### src/rtl/rv_isa_pkg.sv
// RV32I ISA constants, op enumeration and encoder helper types shared with the decoder.
// Latency: none, definitions only.
// Backpressure: not applicable.
package rv_isa_pkg;

  // Base opcodes
  localparam logic [6:0] OPC_OP     = 7'b0110011;
  localparam logic [6:0] OPC_OP_IMM = 7'b0010011;
  localparam logic [6:0] OPC_LOAD   = 7'b0000011;
  localparam logic [6:0] OPC_STORE  = 7'b0100011;
  localparam logic [6:0] OPC_BRANCH = 7'b1100011;
  localparam logic [6:0] OPC_LUI    = 7'b0110111;
  localparam logic [6:0] OPC_AUIPC  = 7'b0010111;
  localparam logic [6:0] OPC_JAL    = 7'b1101111;
  localparam logic [6:0] OPC_JALR   = 7'b1100111;
  localparam logic [6:0] OPC_SYSTEM = 7'b1110011;

  // Branch funct3
  localparam logic [2:0] F3_BEQ  = 3'b000;
  localparam logic [2:0] F3_BNE  = 3'b001;
  localparam logic [2:0] F3_BLT  = 3'b100;
  localparam logic [2:0] F3_BGE  = 3'b101;
  localparam logic [2:0] F3_BLTU = 3'b110;
  localparam logic [2:0] F3_BGEU = 3'b111;

  // ALU funct3 (register and immediate forms share these)
  localparam logic [2:0] F3_ADD  = 3'b000;
  localparam logic [2:0] F3_SLL  = 3'b001;
  localparam logic [2:0] F3_SLT  = 3'b010;
  localparam logic [2:0] F3_SLTU = 3'b011;
  localparam logic [2:0] F3_XOR  = 3'b100;
  localparam logic [2:0] F3_SR   = 3'b101;
  localparam logic [2:0] F3_OR   = 3'b110;
  localparam logic [2:0] F3_AND  = 3'b111;

  // Load/store width funct3
  localparam logic [2:0] F3_B    = 3'b000;
  localparam logic [2:0] F3_H    = 3'b001;
  localparam logic [2:0] F3_W    = 3'b010;
  localparam logic [2:0] F3_BU   = 3'b100;
  localparam logic [2:0] F3_HU   = 3'b101;

  // funct7
  localparam logic [6:0] F7_BASE = 7'b0000000;
  localparam logic [6:0] F7_ALT  = 7'b0100000;

  localparam logic [31:0] ECALL_WORD = 32'h0000_0073;

  typedef enum logic [5:0] {
    OP_BEQ   = 6'd0,  OP_BNE   = 6'd1,  OP_BLT   = 6'd2,  OP_BGE   = 6'd3,
    OP_BLTU  = 6'd4,  OP_BGEU  = 6'd5,  OP_ADD   = 6'd6,  OP_ADDI  = 6'd7,
    OP_SLTI  = 6'd8,  OP_OR    = 6'd9,  OP_ORI   = 6'd10, OP_XOR   = 6'd11,
    OP_XORI  = 6'd12, OP_AND   = 6'd13, OP_ANDI  = 6'd14, OP_SUB   = 6'd15,
    OP_SLTIU = 6'd16, OP_SLLI  = 6'd17, OP_SRLI  = 6'd18, OP_SRAI  = 6'd19,
    OP_SLL   = 6'd20, OP_SLT   = 6'd21, OP_SLTU  = 6'd22, OP_SRL   = 6'd23,
    OP_SRA   = 6'd24, OP_LUI   = 6'd25, OP_AUIPC = 6'd26, OP_JAL   = 6'd27,
    OP_JALR  = 6'd28, OP_LB    = 6'd29, OP_LH    = 6'd30, OP_LW    = 6'd31,
    OP_LBU   = 6'd32, OP_LHU   = 6'd33, OP_SB    = 6'd34, OP_SH    = 6'd35,
    OP_SW    = 6'd36, OP_ECALL = 6'd37
  } op_e;

  typedef enum logic [2:0] {
    FMT_R, FMT_I, FMT_SH, FMT_S, FMT_B, FMT_U, FMT_J, FMT_SYS
  } fmt_e;

  typedef struct packed {
    logic [31:0] instr;
    logic [31:0] addr;
  } fifo_entry_t;

  // True when v equals the sign extension of v[msb:0], i.e. bits 31..msb all match.
  function automatic logic sext_fits(input logic [31:0] v, input int unsigned msb);
    logic [31:0] s;
    s = $signed(v) >>> msb;
    return (s == '0) || (s == '1);
  endfunction

endpackage

### src/rtl/rv_encode_fields.sv
// Combinational RV32I field packer: symbolic op/regs/imm to a 32-bit word plus error flags.
// Latency: 0 cycles (pure combinational).
// Backpressure: none; the caller decides when the result is consumed.
module rv_encode_fields
  import rv_isa_pkg::*;
(
  input  logic [5:0]  op,
  input  logic [4:0]  rd,
  input  logic [4:0]  rs1,
  input  logic [4:0]  rs2,
  input  logic [31:0] imm,
  output logic [31:0] instr,
  output logic        illegal,
  output logic        range_err
);

  fmt_e       fmt;
  logic [6:0] opc;
  logic [2:0] f3;
  logic [6:0] f7;

  // Classify the op into format, opcode, funct3 and funct7
  always_comb begin
    fmt     = FMT_R;
    opc     = OPC_OP;
    f3      = F3_ADD;
    f7      = F7_BASE;
    illegal = 1'b0;
    case (op)
      OP_BEQ:   begin fmt = FMT_B;  opc = OPC_BRANCH; f3 = F3_BEQ;  end
      OP_BNE:   begin fmt = FMT_B;  opc = OPC_BRANCH; f3 = F3_BNE;  end
      OP_BLT:   begin fmt = FMT_B;  opc = OPC_BRANCH; f3 = F3_BLT;  end
      OP_BGE:   begin fmt = FMT_B;  opc = OPC_BRANCH; f3 = F3_BGE;  end
      OP_BLTU:  begin fmt = FMT_B;  opc = OPC_BRANCH; f3 = F3_BLTU; end
      OP_BGEU:  begin fmt = FMT_B;  opc = OPC_BRANCH; f3 = F3_BGEU; end
      OP_ADD:   begin fmt = FMT_R;  opc = OPC_OP;     f3 = F3_ADD;  end
      OP_SUB:   begin fmt = FMT_R;  opc = OPC_OP;     f3 = F3_ADD;  f7 = F7_ALT; end
      OP_SLL:   begin fmt = FMT_R;  opc = OPC_OP;     f3 = F3_SLL;  end
      OP_SLT:   begin fmt = FMT_R;  opc = OPC_OP;     f3 = F3_SLT;  end
      OP_SLTU:  begin fmt = FMT_R;  opc = OPC_OP;     f3 = F3_SLTU; end
      OP_XOR:   begin fmt = FMT_R;  opc = OPC_OP;     f3 = F3_XOR;  end
      OP_SRL:   begin fmt = FMT_R;  opc = OPC_OP;     f3 = F3_SR;   end
      OP_SRA:   begin fmt = FMT_R;  opc = OPC_OP;     f3 = F3_SR;   f7 = F7_ALT; end
      OP_OR:    begin fmt = FMT_R;  opc = OPC_OP;     f3 = F3_OR;   end
      OP_AND:   begin fmt = FMT_R;  opc = OPC_OP;     f3 = F3_AND;  end
      OP_ADDI:  begin fmt = FMT_I;  opc = OPC_OP_IMM; f3 = F3_ADD;  end
      OP_SLTI:  begin fmt = FMT_I;  opc = OPC_OP_IMM; f3 = F3_SLT;  end
      OP_SLTIU: begin fmt = FMT_I;  opc = OPC_OP_IMM; f3 = F3_SLTU; end
      OP_XORI:  begin fmt = FMT_I;  opc = OPC_OP_IMM; f3 = F3_XOR;  end
      OP_ORI:   begin fmt = FMT_I;  opc = OPC_OP_IMM; f3 = F3_OR;   end
      OP_ANDI:  begin fmt = FMT_I;  opc = OPC_OP_IMM; f3 = F3_AND;  end
      OP_SLLI:  begin fmt = FMT_SH; opc = OPC_OP_IMM; f3 = F3_SLL;  end
      OP_SRLI:  begin fmt = FMT_SH; opc = OPC_OP_IMM; f3 = F3_SR;   end
      OP_SRAI:  begin fmt = FMT_SH; opc = OPC_OP_IMM; f3 = F3_SR;   f7 = F7_ALT; end
      OP_LUI:   begin fmt = FMT_U;  opc = OPC_LUI;    end
      OP_AUIPC: begin fmt = FMT_U;  opc = OPC_AUIPC;  end
      OP_JAL:   begin fmt = FMT_J;  opc = OPC_JAL;    end
      OP_JALR:  begin fmt = FMT_I;  opc = OPC_JALR;   f3 = 3'b000;  end
      OP_LB:    begin fmt = FMT_I;  opc = OPC_LOAD;   f3 = F3_B;    end
      OP_LH:    begin fmt = FMT_I;  opc = OPC_LOAD;   f3 = F3_H;    end
      OP_LW:    begin fmt = FMT_I;  opc = OPC_LOAD;   f3 = F3_W;    end
      OP_LBU:   begin fmt = FMT_I;  opc = OPC_LOAD;   f3 = F3_BU;   end
      OP_LHU:   begin fmt = FMT_I;  opc = OPC_LOAD;   f3 = F3_HU;   end
      OP_SB:    begin fmt = FMT_S;  opc = OPC_STORE;  f3 = F3_B;    end
      OP_SH:    begin fmt = FMT_S;  opc = OPC_STORE;  f3 = F3_H;    end
      OP_SW:    begin fmt = FMT_S;  opc = OPC_STORE;  f3 = F3_W;    end
      OP_ECALL: begin fmt = FMT_SYS; opc = OPC_SYSTEM; end
      default:  illegal = 1'b1;
    endcase
  end

  // Pack fields per format; out-of-range immediates are truncated and flagged
  always_comb begin
    instr     = '0;
    range_err = 1'b0;
    if (!illegal) begin
      case (fmt)
        FMT_R: begin
          instr = {f7, rs2, rs1, f3, rd, opc};
        end
        FMT_I: begin
          instr     = {imm[11:0], rs1, f3, rd, opc};
          range_err = !sext_fits(imm, 11);
        end
        FMT_SH: begin
          instr     = {f7, imm[4:0], rs1, f3, rd, opc};
          range_err = (imm[31:5] != '0);
        end
        FMT_S: begin
          instr     = {imm[11:5], rs2, rs1, f3, imm[4:0], opc};
          range_err = !sext_fits(imm, 11);
        end
        FMT_B: begin
          instr     = {imm[12], imm[10:5], rs2, rs1, f3, imm[4:1], imm[11], opc};
          range_err = !sext_fits(imm, 12) || imm[0];
        end
        FMT_U: begin
          instr     = {imm[31:12], rd, opc};
          range_err = (imm[11:0] != '0);
        end
        FMT_J: begin
          instr     = {imm[20], imm[10:1], imm[11], imm[19:12], rd, opc};
          range_err = !sext_fits(imm, 20) || imm[0];
        end
        default: begin
          instr = ECALL_WORD;
        end
      endcase
    end
  end

endmodule

### src/rtl/rv_instr_encoder.sv
// Encodes RV32I requests into address-tagged instruction words through a 2-entry output queue.
// Latency: 1 cycle from accept to out_valid; error pulses appear the cycle after accept.
// Backpressure: in_ready drops while both entries are held; no same-cycle pop bypass.
module rv_instr_encoder
  import rv_isa_pkg::*;
#(
  parameter logic [31:0] BASE_ADDR = 32'h0000_0000,
  parameter int          ERR_CNT_W = 8
) (
  input  logic                 clk,
  input  logic                 rst,
  input  logic                 in_valid,
  output logic                 in_ready,
  input  logic [5:0]           in_op,
  input  logic [4:0]           in_rd,
  input  logic [4:0]           in_rs1,
  input  logic [4:0]           in_rs2,
  input  logic [31:0]          in_imm,
  input  logic                 addr_load,
  input  logic [31:0]          addr_load_val,
  output logic                 out_valid,
  input  logic                 out_ready,
  output logic [31:0]          out_instr,
  output logic [31:0]          out_addr,
  output logic                 err_illegal,
  output logic                 err_range,
  output logic [ERR_CNT_W-1:0] err_count
);

  logic [31:0] enc_instr;
  logic        enc_illegal;
  logic        enc_range_err;

  fifo_entry_t fifo_mem [2];
  logic        wr_ptr;
  logic        rd_ptr;
  logic [1:0]  count;
  logic [31:0] addr_cnt;
  logic [31:0] push_addr;
  logic        accept;
  logic        push;
  logic        pop;
  logic        err_event;

  rv_encode_fields u_fields (
    .op        (in_op),
    .rd        (in_rd),
    .rs1       (in_rs1),
    .rs2       (in_rs2),
    .imm       (in_imm),
    .instr     (enc_instr),
    .illegal   (enc_illegal),
    .range_err (enc_range_err)
  );

  // Handshake, queue control and address selection for the entry being pushed
  always_comb begin
    in_ready  = (count != 2'd2);
    out_valid = (count != 2'd0);
    accept    = in_valid && in_ready;
    push      = accept && !enc_illegal;
    pop       = out_valid && out_ready;
    push_addr = addr_load ? addr_load_val : addr_cnt;
    err_event = accept && (enc_illegal || enc_range_err);
    out_instr = out_valid ? fifo_mem[rd_ptr].instr : '0;
    out_addr  = out_valid ? fifo_mem[rd_ptr].addr  : '0;
  end

  // Two-entry queue storage and occupancy
  always_ff @(posedge clk or posedge rst) begin
    if (rst) begin
      fifo_mem[0] <= '0;
      fifo_mem[1] <= '0;
      wr_ptr      <= 1'b0;
      rd_ptr      <= 1'b0;
      count       <= 2'd0;
    end else begin
      if (push) begin
        fifo_mem[wr_ptr] <= '{instr: enc_instr, addr: push_addr};
        wr_ptr           <= ~wr_ptr;
      end
      if (pop) begin
        rd_ptr <= ~rd_ptr;
      end
      case ({push, pop})
        2'b10:   count <= count + 2'd1;
        2'b01:   count <= count - 2'd1;
        default: count <= count;
      endcase
    end
  end

  // Address counter: advances past each pushed word, or jumps on an explicit load
  always_ff @(posedge clk or posedge rst) begin
    if (rst) begin
      addr_cnt <= BASE_ADDR;
    end else if (push) begin
      addr_cnt <= push_addr + 32'd4;
    end else if (addr_load) begin
      addr_cnt <= addr_load_val;
    end
  end

  // Error pulses for the accepted request and the saturating event counter
  always_ff @(posedge clk or posedge rst) begin
    if (rst) begin
      err_illegal <= 1'b0;
      err_range   <= 1'b0;
      err_count   <= '0;
    end else begin
      err_illegal <= accept && enc_illegal;
      err_range   <= accept && !enc_illegal && enc_range_err;
      if (err_event && (err_count != '1)) begin
        err_count <= err_count + 1'b1;
      end
    end
  end

endmodule

### config.mk
export PLATFORM = sky130hd
export DESIGN_NAME = rv_instr_encoder
export DESIGN_NICKNAME = d
export VERILOG_FILES = /design/src/rtl/rv_isa_pkg.sv /design/src/rtl/rv_encode_fields.sv /design/src/rtl/rv_instr_encoder.sv
export SDC_FILE = /design/constraint.sdc
export NUM_CORES = 1
export LEC_CHECK = 0
export ABC_AREA = 0
export BUFFER_PORTS_ARGS = -buffer_cell sky130_fd_sc_hd__buf_2
export CAP_MARGIN = 20
export CORE_UTILIZATION = 30
export CTS_BUF_LIST = sky130_fd_sc_hd__clkbuf_8 sky130_fd_sc_hd__clkbuf_16
export CTS_CLUSTER_SIZE = 12
export DETAILED_ROUTE_END_ITERATION = 8
export PLACE_DENSITY_LB_ADDON = 0.12
export SLEW_MARGIN = 20
export SYNTH_ARGS = -nofsm -noshare
export SYNTH_HDL_FRONTEND = slang
export SYNTH_HIERARCHICAL = 1
export SYNTH_SLANG_ARGS = --single-unit
### constraint.sdc
create_clock -name clk -period 4.91 [get_ports clk]
set_input_delay 0.2455 -clock clk [delete_from_list [all_inputs] [get_ports clk]]
set_output_delay 0.2455 -clock clk [all_outputs]
set_load 0.03 [all_outputs]
# Word-level counts from Yosys, hierarchy flattened
# Index checks and enable logic that the tools add are counted.
dict set report classes {
  n_addsub 4
  magnitude_cmp 3
  n_eq_ne 50
  n_mux 20
  n_bitwise 4
  reduce_logical 43
}
# cell n
set op_table {}
lappend op_table {{$mux 64} 4}
lappend op_table {{$pmux 32 s7} 1}
lappend op_table {{$mux 32} 5}
lappend op_table {{$bwmux 128} 1}
lappend op_table {{$eq 32x32->1 const B} 3}
lappend op_table {{$eq 6x5->1 const B} 16}
lappend op_table {{$logic_not 32->1} 3}
lappend op_table {{$demux 64 s1} 1}
lappend op_table {{$pmux 7 s9} 1}
lappend op_table {{$eq 6x4->1 const B} 8}
lappend op_table {{$pmux 3 s7} 2}
lappend op_table {{$reduce_or 38->1} 1}
lappend op_table {{$eq 6x6->1 const B} 6}
lappend op_table {{$add 32x3->32 const B} 1}
lappend op_table {{$reduce_bool 27->1} 1}
lappend op_table {{$eq 6x3->1 const B} 4}
lappend op_table {{$reduce_or 3->1} 5}
lappend op_table {{$eq 6x2->1 const B} 2}
lappend op_table {{$reduce_bool 12->1} 1}
lappend op_table {{$reduce_or 12->1} 1}
lappend op_table {{$reduce_or 6->1} 2}
lappend op_table {{$reduce_or 5->1} 2}
lappend op_table {{$eq 3x3->1 const B} 3}
lappend op_table {{$reduce_or 9->1} 1}
lappend op_table {{26 further kinds} 49}
dict set report word_totals {
  ff_bits 174
  output_inout_bits 76
  word_cells 135
}

# Logic depth before layout (Yosys ltp)
# Gate-level depths: netlist of run 1.
dict set report depth {
  ltp_word 10
  ltp_mapped 14
}

# By module
# The synthesis of run 1 kept the hierarchy.
# mod n_inst cells_each area_per_inst_um2 seq_area_each_um2
set by_module_without_submodules {}
lappend by_module_without_submodules {rv_instr_encoder 1 748 8244.2 4354.2}
lappend by_module_without_submodules {rv_encode_fields 1 205 1201.2 0.0}

# Worst setup path before layout of run 1
# OpenSTA, ideal clock, no wires.
dict set report synth_path {
  path_type {input -> register}
  start {input port addr_load}
  end {register addr_cnt[20]}
  setup_ns 0.077
  arrival_time_ns 2.628
  t_required_ns 4.833
  setup_slack_ns 2.205
  path_stages 12
  path_buffers 4
  cell_sequence {buf_6 -> buf_2 -> buf_2 -> buf_2 -> mux2i_1 -> inv_1 -> ha_1 -> inv_1 -> a2111oi_4 -> nand4_4 -> or3b_1 -> a21oi_1}
}
dict set report synth_between {
  elab_chain_len 3
}
# element line_no
set synth_lines {}
lappend synth_lines {{start: declaration} rv_instr_encoder.sv:19} ;# input logic addr_load,
lappend synth_lines {{$mux 32} n/a}
lappend synth_lines {{via push_addr[3]} rv_instr_encoder.sv:39} ;# logic [31:0] push_addr;
lappend synth_lines {{$add 32x3->32} rv_instr_encoder.sv:98} ;# addr_cnt <= push_addr + 32'd4;
lappend synth_lines {{$mux 32} rv_instr_encoder.sv:97} ;# end else if (push) begin
lappend synth_lines {{end signal: assignment} rv_instr_encoder.sv:98}
lappend synth_lines {{end signal: assignment} rv_instr_encoder.sv:100} ;# addr_cnt <= addr_load_val;
lappend synth_lines {{end: declaration} rv_instr_encoder.sv:38} ;# logic [31:0] addr_cnt;
# The timed path passes the listed nets, and every way through them passes these cells.
# A chain may end at the register's enable or synchronous reset.

# Worst setup path after layout of run 1
dict set report layout_path {
  start {input port in_op[3]}
  end {register fifo_mem[29] in the netlist's numbering}
}
dict set report layout_between {
  elab_chain_len 3
}
# element line_no
set layout_lines {}
lappend layout_lines {{start: declaration} rv_instr_encoder.sv:14} ;# input logic [5:0] in_op,
lappend layout_lines {{$eq 6x3->1 (tied with other cells)} rv_encode_fields.sv:29} ;# case (op)
lappend layout_lines {{$reduce_or 38->1 (no source line) *} n/a}
lappend layout_lines {{$logic_and 1x1->1 *} rv_instr_encoder.sv:61} ;# push = accept && !enc_illegal;
lappend layout_lines {{end signal: indexed assignment} rv_instr_encoder.sv:79} ;# fifo_mem[wr_ptr] <= '{instr: enc_instr, addr: push_addr};
lappend layout_lines {{end: declaration} rv_instr_encoder.sv:34} ;# fifo_entry_t fifo_mem [2];
# Every way passes the cells marked *; elsewhere a longest branch is shown, timed or not.

==> results_dict.tcl, run 1 <==
set metrics [dict create \
    gp_congestion 0.8488 \
    synth_top_area_share_pct 46.10 \
    fmax_mhz 357.2 \
    finalNetCount 1184 \
    async_reset_ff_share_pct 100.0 \
    endpoint_kind "flip-flop" \
    crit_start "in_op[3]" \
    cts.sinks 174 \
    cts_tree "done" \
    switching_share_pct 43.44 \
    ios 166 \
    antenna_found_initial 0 \
    wl_met3_um 882 \
    avgRoutedWirePerCell_um 17.61 \
    cp_num_buf_inv 3 \
    synth_top_cell_by_area "dfrtp_1" \
    synthesis.instances 953 \
    rsz0062_at_grt "false" \
    clkTransAtPathRegs_ns 0.07 \
    slew_headroom_pct 34.68 \
    placementRows 64 \
    crit_family "simple AND/OR/NAND/NOR gates" \
    wl_um 26420 \
    pwr-share-comb_pct 44.1 \
    hpwl_um 18460 \
    syn2layout_area_growth_pct 18.77 \
    n_antenna_cell 0 \
    clkLatencyLatePin_ns 0.43 \
    htreeDepth 4 \
    fp.dieW_um 179.4 \
    yosysSeqAreaShare_pct 46.10 \
    dr_total_vias 7430 \
    setup_viol 0 \
    path_max_fanout 75 \
    startpoint_type "input port" \
    maxUsedRoutingLayer "met4" \
    vias_per_cell 4.953 \
    fp.dieH_um 179.4 \
    netlist_area_mm2 0.009445 \
    ant_nets 0 \
    ys.flop_type "dfrtp_1" \
    numPortBuffers 165 \
    status "finished with violations" \
    crit_type "input port to flip-flop" \
    maxSlewViolCount 0 \
    clkPwrFrac_pct 20.3 \
    power.switching_uw 2940 \
    avgSynthCellArea_um2 9.911 \
    violations "design-rule violations" \
    powerDensity_mw_per_mm2 603.4 \
    wl_met2_um 12190 \
    drtIter0Drc 464 \
    crit_chain "buf_2 > nor2_2 > nand2_1 > nand2_1 > inv_1 > nand2b_1 > nor2_1 > nand2_4 > buf_4 > nand2_1 > o21ai_0" \
    yosysUniqueCellTypes 71 \
    first_global_vias 7512 \
    ys_ff_latch 174 \
    cp_slowest_cell "nand2_4" \
    clockRootBuffer "clkbuf_16" \
    finalCritPeriodShare_pct 57.01 \
    arrival_ns 3.09 \
    p_leak_uw 0.005220 \
    min_period_ns 2.799 \
    holdBufCountCts 1 \
    die_area_mm2 0.03220 \
    pwr-share-seq_pct 35.6 \
    grt_max_degree 101 \
    synthesis.nets 1046 \
    crit_top_cell "nand2_1" \
    synth_area_leaders "dfrtp_1, mux2i_1, mux2_2" \
    cp_data_required_time_ns 5.20 \
    cts_buffers 17 \
    rr_startpoint "count[0]" \
    synth-edff-count 0 \
    core_area_mm2 0.03075 \
    fin_tns_setup_ns 0 \
    p_int_uw 3829 \
    grt_pass1_wl_um 42460 \
    fin_util_pct 36.48 \
    grtUsageTotal_pct 16.68 \
    cts_setup_buffers 0 \
    tightest_slew_ns 0.9798 \
    vdd_drop_max_mv 0.3118 \
    ctsResizeCount 0 \
    cp_slowest_stage_delay_ns 0.59 \
    min_from "addr_load_val[1]" \
    drt-met1-wl_um 12980 \
    firstDrtPassIters 9 \
    hold_violations 0 \
    yosys_warnings 6 \
    remaining_drc_errors 12 \
    drv_cap 0 \
    hold_class "input port to flip-flop" \
    clock_skew_ns 0.01239 \
    cts_buffer_depth 2 \
    start_util_pct 30.72 \
    gr-total-overflow 0 \
    drive_gt1_share_pct 26.09 \
]
placed cells by master (no fill, tap or decap), types with 17 or more instances in the layout:
master / count
a21oi_1: 53
buf_2: 165
clkbuf_16: 17
dfrtp_1: 173
inv_1: 20
mux2_2: 64
mux2i_1: 96
nand2_1: 75
nand3_1: 22
nand4_1: 20
nor2_1: 141
o21ai_0: 43
xnor2_1: 23
xor2_1: 21
routing by layer:
metal  track usage, %  up-vias
met1            23.19     3611
li1                 -     3653
met3            2.897       20
met2            26.72      146
met4            4.414        0
met5                0        -
logic make-up after synthesis:
logic type      Yosys count  share of synthesized area, %
fa+ha+maj                 3                        0.3974
xor+xnor                 44                         4.080
flops                   174                         46.10
mux                     160                         17.80
simple gates            331                         16.59
buf+inv                  77                         3.709
compound gates          164                         11.33
area by class of cell:
type                    count  area [um2]
flip-flops and latches    174        4358
clock buffers              17       425.4
well taps                 396       495.5
repair buffers            176       935.9
fillers                  3229       19530
multi-input cells         702        4763
clock inverters            15       161.4
inverters                  20       78.83
cells in the mapped netlist, drive strengths merged (3+ instances only):
master and n:
and2 3, nor2b 11, nand3 23, clkbuf 17, and3 3, o22ai 8
buf 40, a21oi 53, nand4 21, nand3b 6, a221oi 4, dfrtp 174
a222oi 5, a22oi 14, or2 3, nor2 144, nand4b 5, a22o 5
nor3 10, nand2 76, xnor2 23, nor3b 4, o21ai 45, mux2 64
o31a 4, inv 20, xor2 21, ha 3, nand2b 6, nor4 10
mux2i 96, a31oi 3
worst reg2reg max path, cell delays in order (launching register included):
cell     delay, ns
dfrtp_1       0.44
nor2b_1       0.43
nor2_1        0.23
nand2_4       0.74
buf_4         0.39
o21ai_0       0.12
power groups by stage:
stage / Combinational, uW / Clock (uW) / Sequential, uW
3_5_place_dp: 3020 / 0 / 2440
5_1_grt: 3270 / 1480 / 2500
4_1_cts: 3030 / 1420 / 2420
2_1_floorplan: 2260 / 0 / 2280
3_3_place_gp: 3000 / 0 / 2440
6_report: 2990 / 1370 / 2410
flip-flops by register name, indices dropped and copies added, names as in the netlist:
| register | flops |
|---|---|
| err_count | 8 |
| rd_ptr | 1 |
| err_illegal | 1 |
| addr_cnt | 32 |
| wr_ptr | 1 |
| fifo_mem | 128 |
| count | 2 |
| err_range | 1 |
metrics by stage:
stage | cells | hold slack, ns | worst slack (ns) | power (uW) | instance area [um2]
floorplan | 953 | 0.3987 | 2.205 | 4537 | 9449
global route | 1500 | 0.09254 | 1.751 | 7245 | 11220
finish | 1500 | 0.09407 | 2.111 | 6770 | 11220
detailed placement | 1466 | 0.2003 | 1.607 | 5459 | 10600
global placement | 1466 | 0.2053 | 1.715 | 5436 | 10600
CTS | 1499 | 0.07212 | 2.033 | 6864 | 11200
worst paths after layout:
path,endpoint,slack [ns],cells after the start
worst max-delay path,fifo_mem[29],2.11,11
worst min-delay path,addr_cnt[1],0.09,3
worst max register to register,fifo_mem[29],2.43,5
worst min register to register,fifo_mem[19],0.48,2
max in group asynchronous,err_illegal,3.47,4
min in group asynchronous,fifo_mem[123],0.31,3
(Power assumes the default switching activity.)
==> run 2: changes to the inputs <==
- clock period: 4.91 -> 2.3 ns (I/O delays scaled with it)
==> results_dict.tcl, run 2 (synthesis results as in run 1) <==
set metrics [dict create \
    htreeDepth 4 \
    vias_per_cell 4.926 \
    dp_slack_ns -0.3170 \
    grtUsageTotal_pct 17.04 \
    first_global_vias 7782 \
    fp.dieW_um 179.4 \
    drive_gt1_share_pct 30.59 \
    arrival_ns 2.43 \
    clkTransAtPathRegs_ns 0.07 \
    placementRows 64 \
    clock_skew_ns 0.01041 \
    rsz0062_at_grt "false" \
    cp_slowest_cell "nor2b_1" \
    crit_top_cell "buf_4" \
    cts_tree "done" \
    status "finished with violations" \
    drtIter0Drc 417 \
    start_util_pct 30.72 \
    clockRootBuffer "clkbuf_16" \
    fin_util_pct 38.75 \
    cts.sinks 174 \
    gp_congestion 0.8728 \
    maxSlewViolCount 0 \
    finalCritPeriodShare_pct 91.42 \
    grt_pass1_wl_um 43170 \
    hold_end "addr_cnt[17]" \
    gr-total-overflow 0 \
    antenna_found_initial 1 \
    cts_buffers 17 \
    slew_headroom_pct 60.97 \
    ant_nets 0 \
    ff2ff_setup_slack_ns 0.20 \
    drv_cap 0 \
    powerDensity_mw_per_mm2 1238 \
    hpwl_um 19590 \
    ios 166 \
    fp.dieH_um 179.4 \
    cts_buffer_depth 2 \
    finalNetCount 1260 \
    setup_viol 0 \
    final_common_cell "dfrtp_1" \
    crit_chain "nor2b_1 > nor2_1 > buf_4 > nand2_4 > buf_4 > mux2_2" \
    violations "design-rule violations" \
    p_leak_uw 0.005631 \
    fin_cells 1577 \
    power.switching_uw 6292 \
    dr_total_vias 7768 \
    setup_slack_ns 0.1974 \
    reg_top3 "fifo_mem (128), addr_cnt (32), err_count (8)" \
    fmax_mhz 475.6 \
    grt_max_degree 101 \
    tightest_slew_ns 0.5842 \
    crit_type "flip-flop to flip-flop" \
    layout_common_cells "dfrtp_1, buf_2, nor2_1" \
    startpoint_type "flip-flop" \
    cts_setup_buffers 0 \
    r2r_end "fifo_mem[47]" \
    largest_reg_flops 128 \
    wl_um 26800 \
    pwr-share-seq_pct 33.7 \
    syn2layout_area_growth_pct 26.16 \
    cp_slowest_stage_delay_ns 0.50 \
    remaining_drc_errors 24 \
    switching_share_pct 42.64 \
    crit_family "simple AND/OR/NAND/NOR gates" \
    path_max_fanout 8 \
    clkPwrFrac_pct 20.5 \
    min_period_ns 2.103 \
    core_area_mm2 0.03075 \
    numPortBuffers 165 \
    hold_depth 3 \
    place_inst 1538 \
    whs_ns 0.04059 \
    pwr-share-comb_pct 45.8 \
    cp_num_buf_inv 2 \
    clkLatencyLatePin_ns 0.44 \
    min_from "addr_load_val[17]" \
    hold_violations 0 \
    vdd_drop_max_mv 0.6784 \
    cp_data_required_time_ns 2.63 \
    die_area_mm2 0.03220 \
    rr_startpoint "count[0]" \
    largest_register "fifo_mem" \
    fill_cells 3222 \
    hold_class "input port to flip-flop" \
    firstDrtPassIters 9 \
    cp_num_cells 6 \
    avgRoutedWirePerCell_um 16.99 \
    rr_worst_depth 6 \
    p_int_uw 8464 \
    endpoint_kind "flip-flop" \
]
[run 2: cell count changes in the layout (fill, tap and decap cells not counted), moves of 2 or more]
cell / previous run / this run
buf_12: 2 / 9
inv_8: 2 / 0
clkinv_2: 1 / 3
buf_4: 8 / 72
dlygate4sd3_1: 1 / 6
[run 2: what timing repair did]
| item | CTS | global route |
|---|---|---|
| hold endpoints to repair | 179 | 0 |
| endpoints found under the setup margin | 0 | 2 |
| hold buffers | 6 | 0 |
| resized for setup | 0 | 1 |
[run 2: cell type report]
| class | count | area (um2) | area share [%] |
|---|---|---|---|
| clock inverters | 14 | 167.7 | 1.407 |
| inverters | 20 | 78.83 | 0.6615 |
| repair buffers | 252 | 1607 | 13.48 |
| clock buffers | 18 | 439.2 | 3.685 |
| well taps | 396 | 495.5 | 4.158 |
| flip-flops and latches | 174 | 4358 | 36.57 |
| multi-input cells | 702 | 4768 | 40.01 |
| diodes | 1 | 2.502 | 0.02100 |
[run 2: metrics by stage]
step	area [um2]	TNS (ns)	power, uW
2_1_floorplan	9454	-6.901	9687
3_3_place_gp	11240	-2.335	11830
3_5_place_dp	11240	-2.310	11880
4_1_cts	11910	0	14980
5_1_grt	11910	0	15780
6_report	11920	0	14760
[run 2: per-layer routing]
metal	routed length (um)	share of wire, %	vias to the layer above	GRT usage (%)
li1	-	-	3819	-
met1	13110	49	3758	23.50
met2	12330	46	162	27.08
met3	1007	3.8	27	3.424
met4	333	1.2	2	4.690
met5	13	0.049	-	0
[run 2: worst max-delay path by stage]
| stage | start | end | slack (ns) |
|---|---|---|---|
| detailed placement | in_imm[8] | err_count[4] | -0.32 |
| global route | in_op[4] | err_count[5] | 0.03 |
| floorplan | rst | addr_cnt[0] | -0.04 |
| CTS | in_imm[8] | err_count[4] | 0.14 |
| finish | count[0] | fifo_mem[47] | 0.20 |
| global placement | in_imm[8] | err_count[4] | -0.32 |
[run 2: worst min-delay path, cell delays in order]
cell	delay, ns
buf_2	0.13
xor2_1	0.07
mux2i_1	0.12
[run 2: power by group through the flow]
stage / registers [uW] / logic (uW) / clock network (uW)
finish: 4970 / 6760 / 3030
global route: 5140 / 7380 / 3260
CTS: 4970 / 6880 / 3130
detailed placement: 5030 / 6860 / 0
global placement: 5000 / 6820 / 0
floorplan: 4860 / 4830 / 0
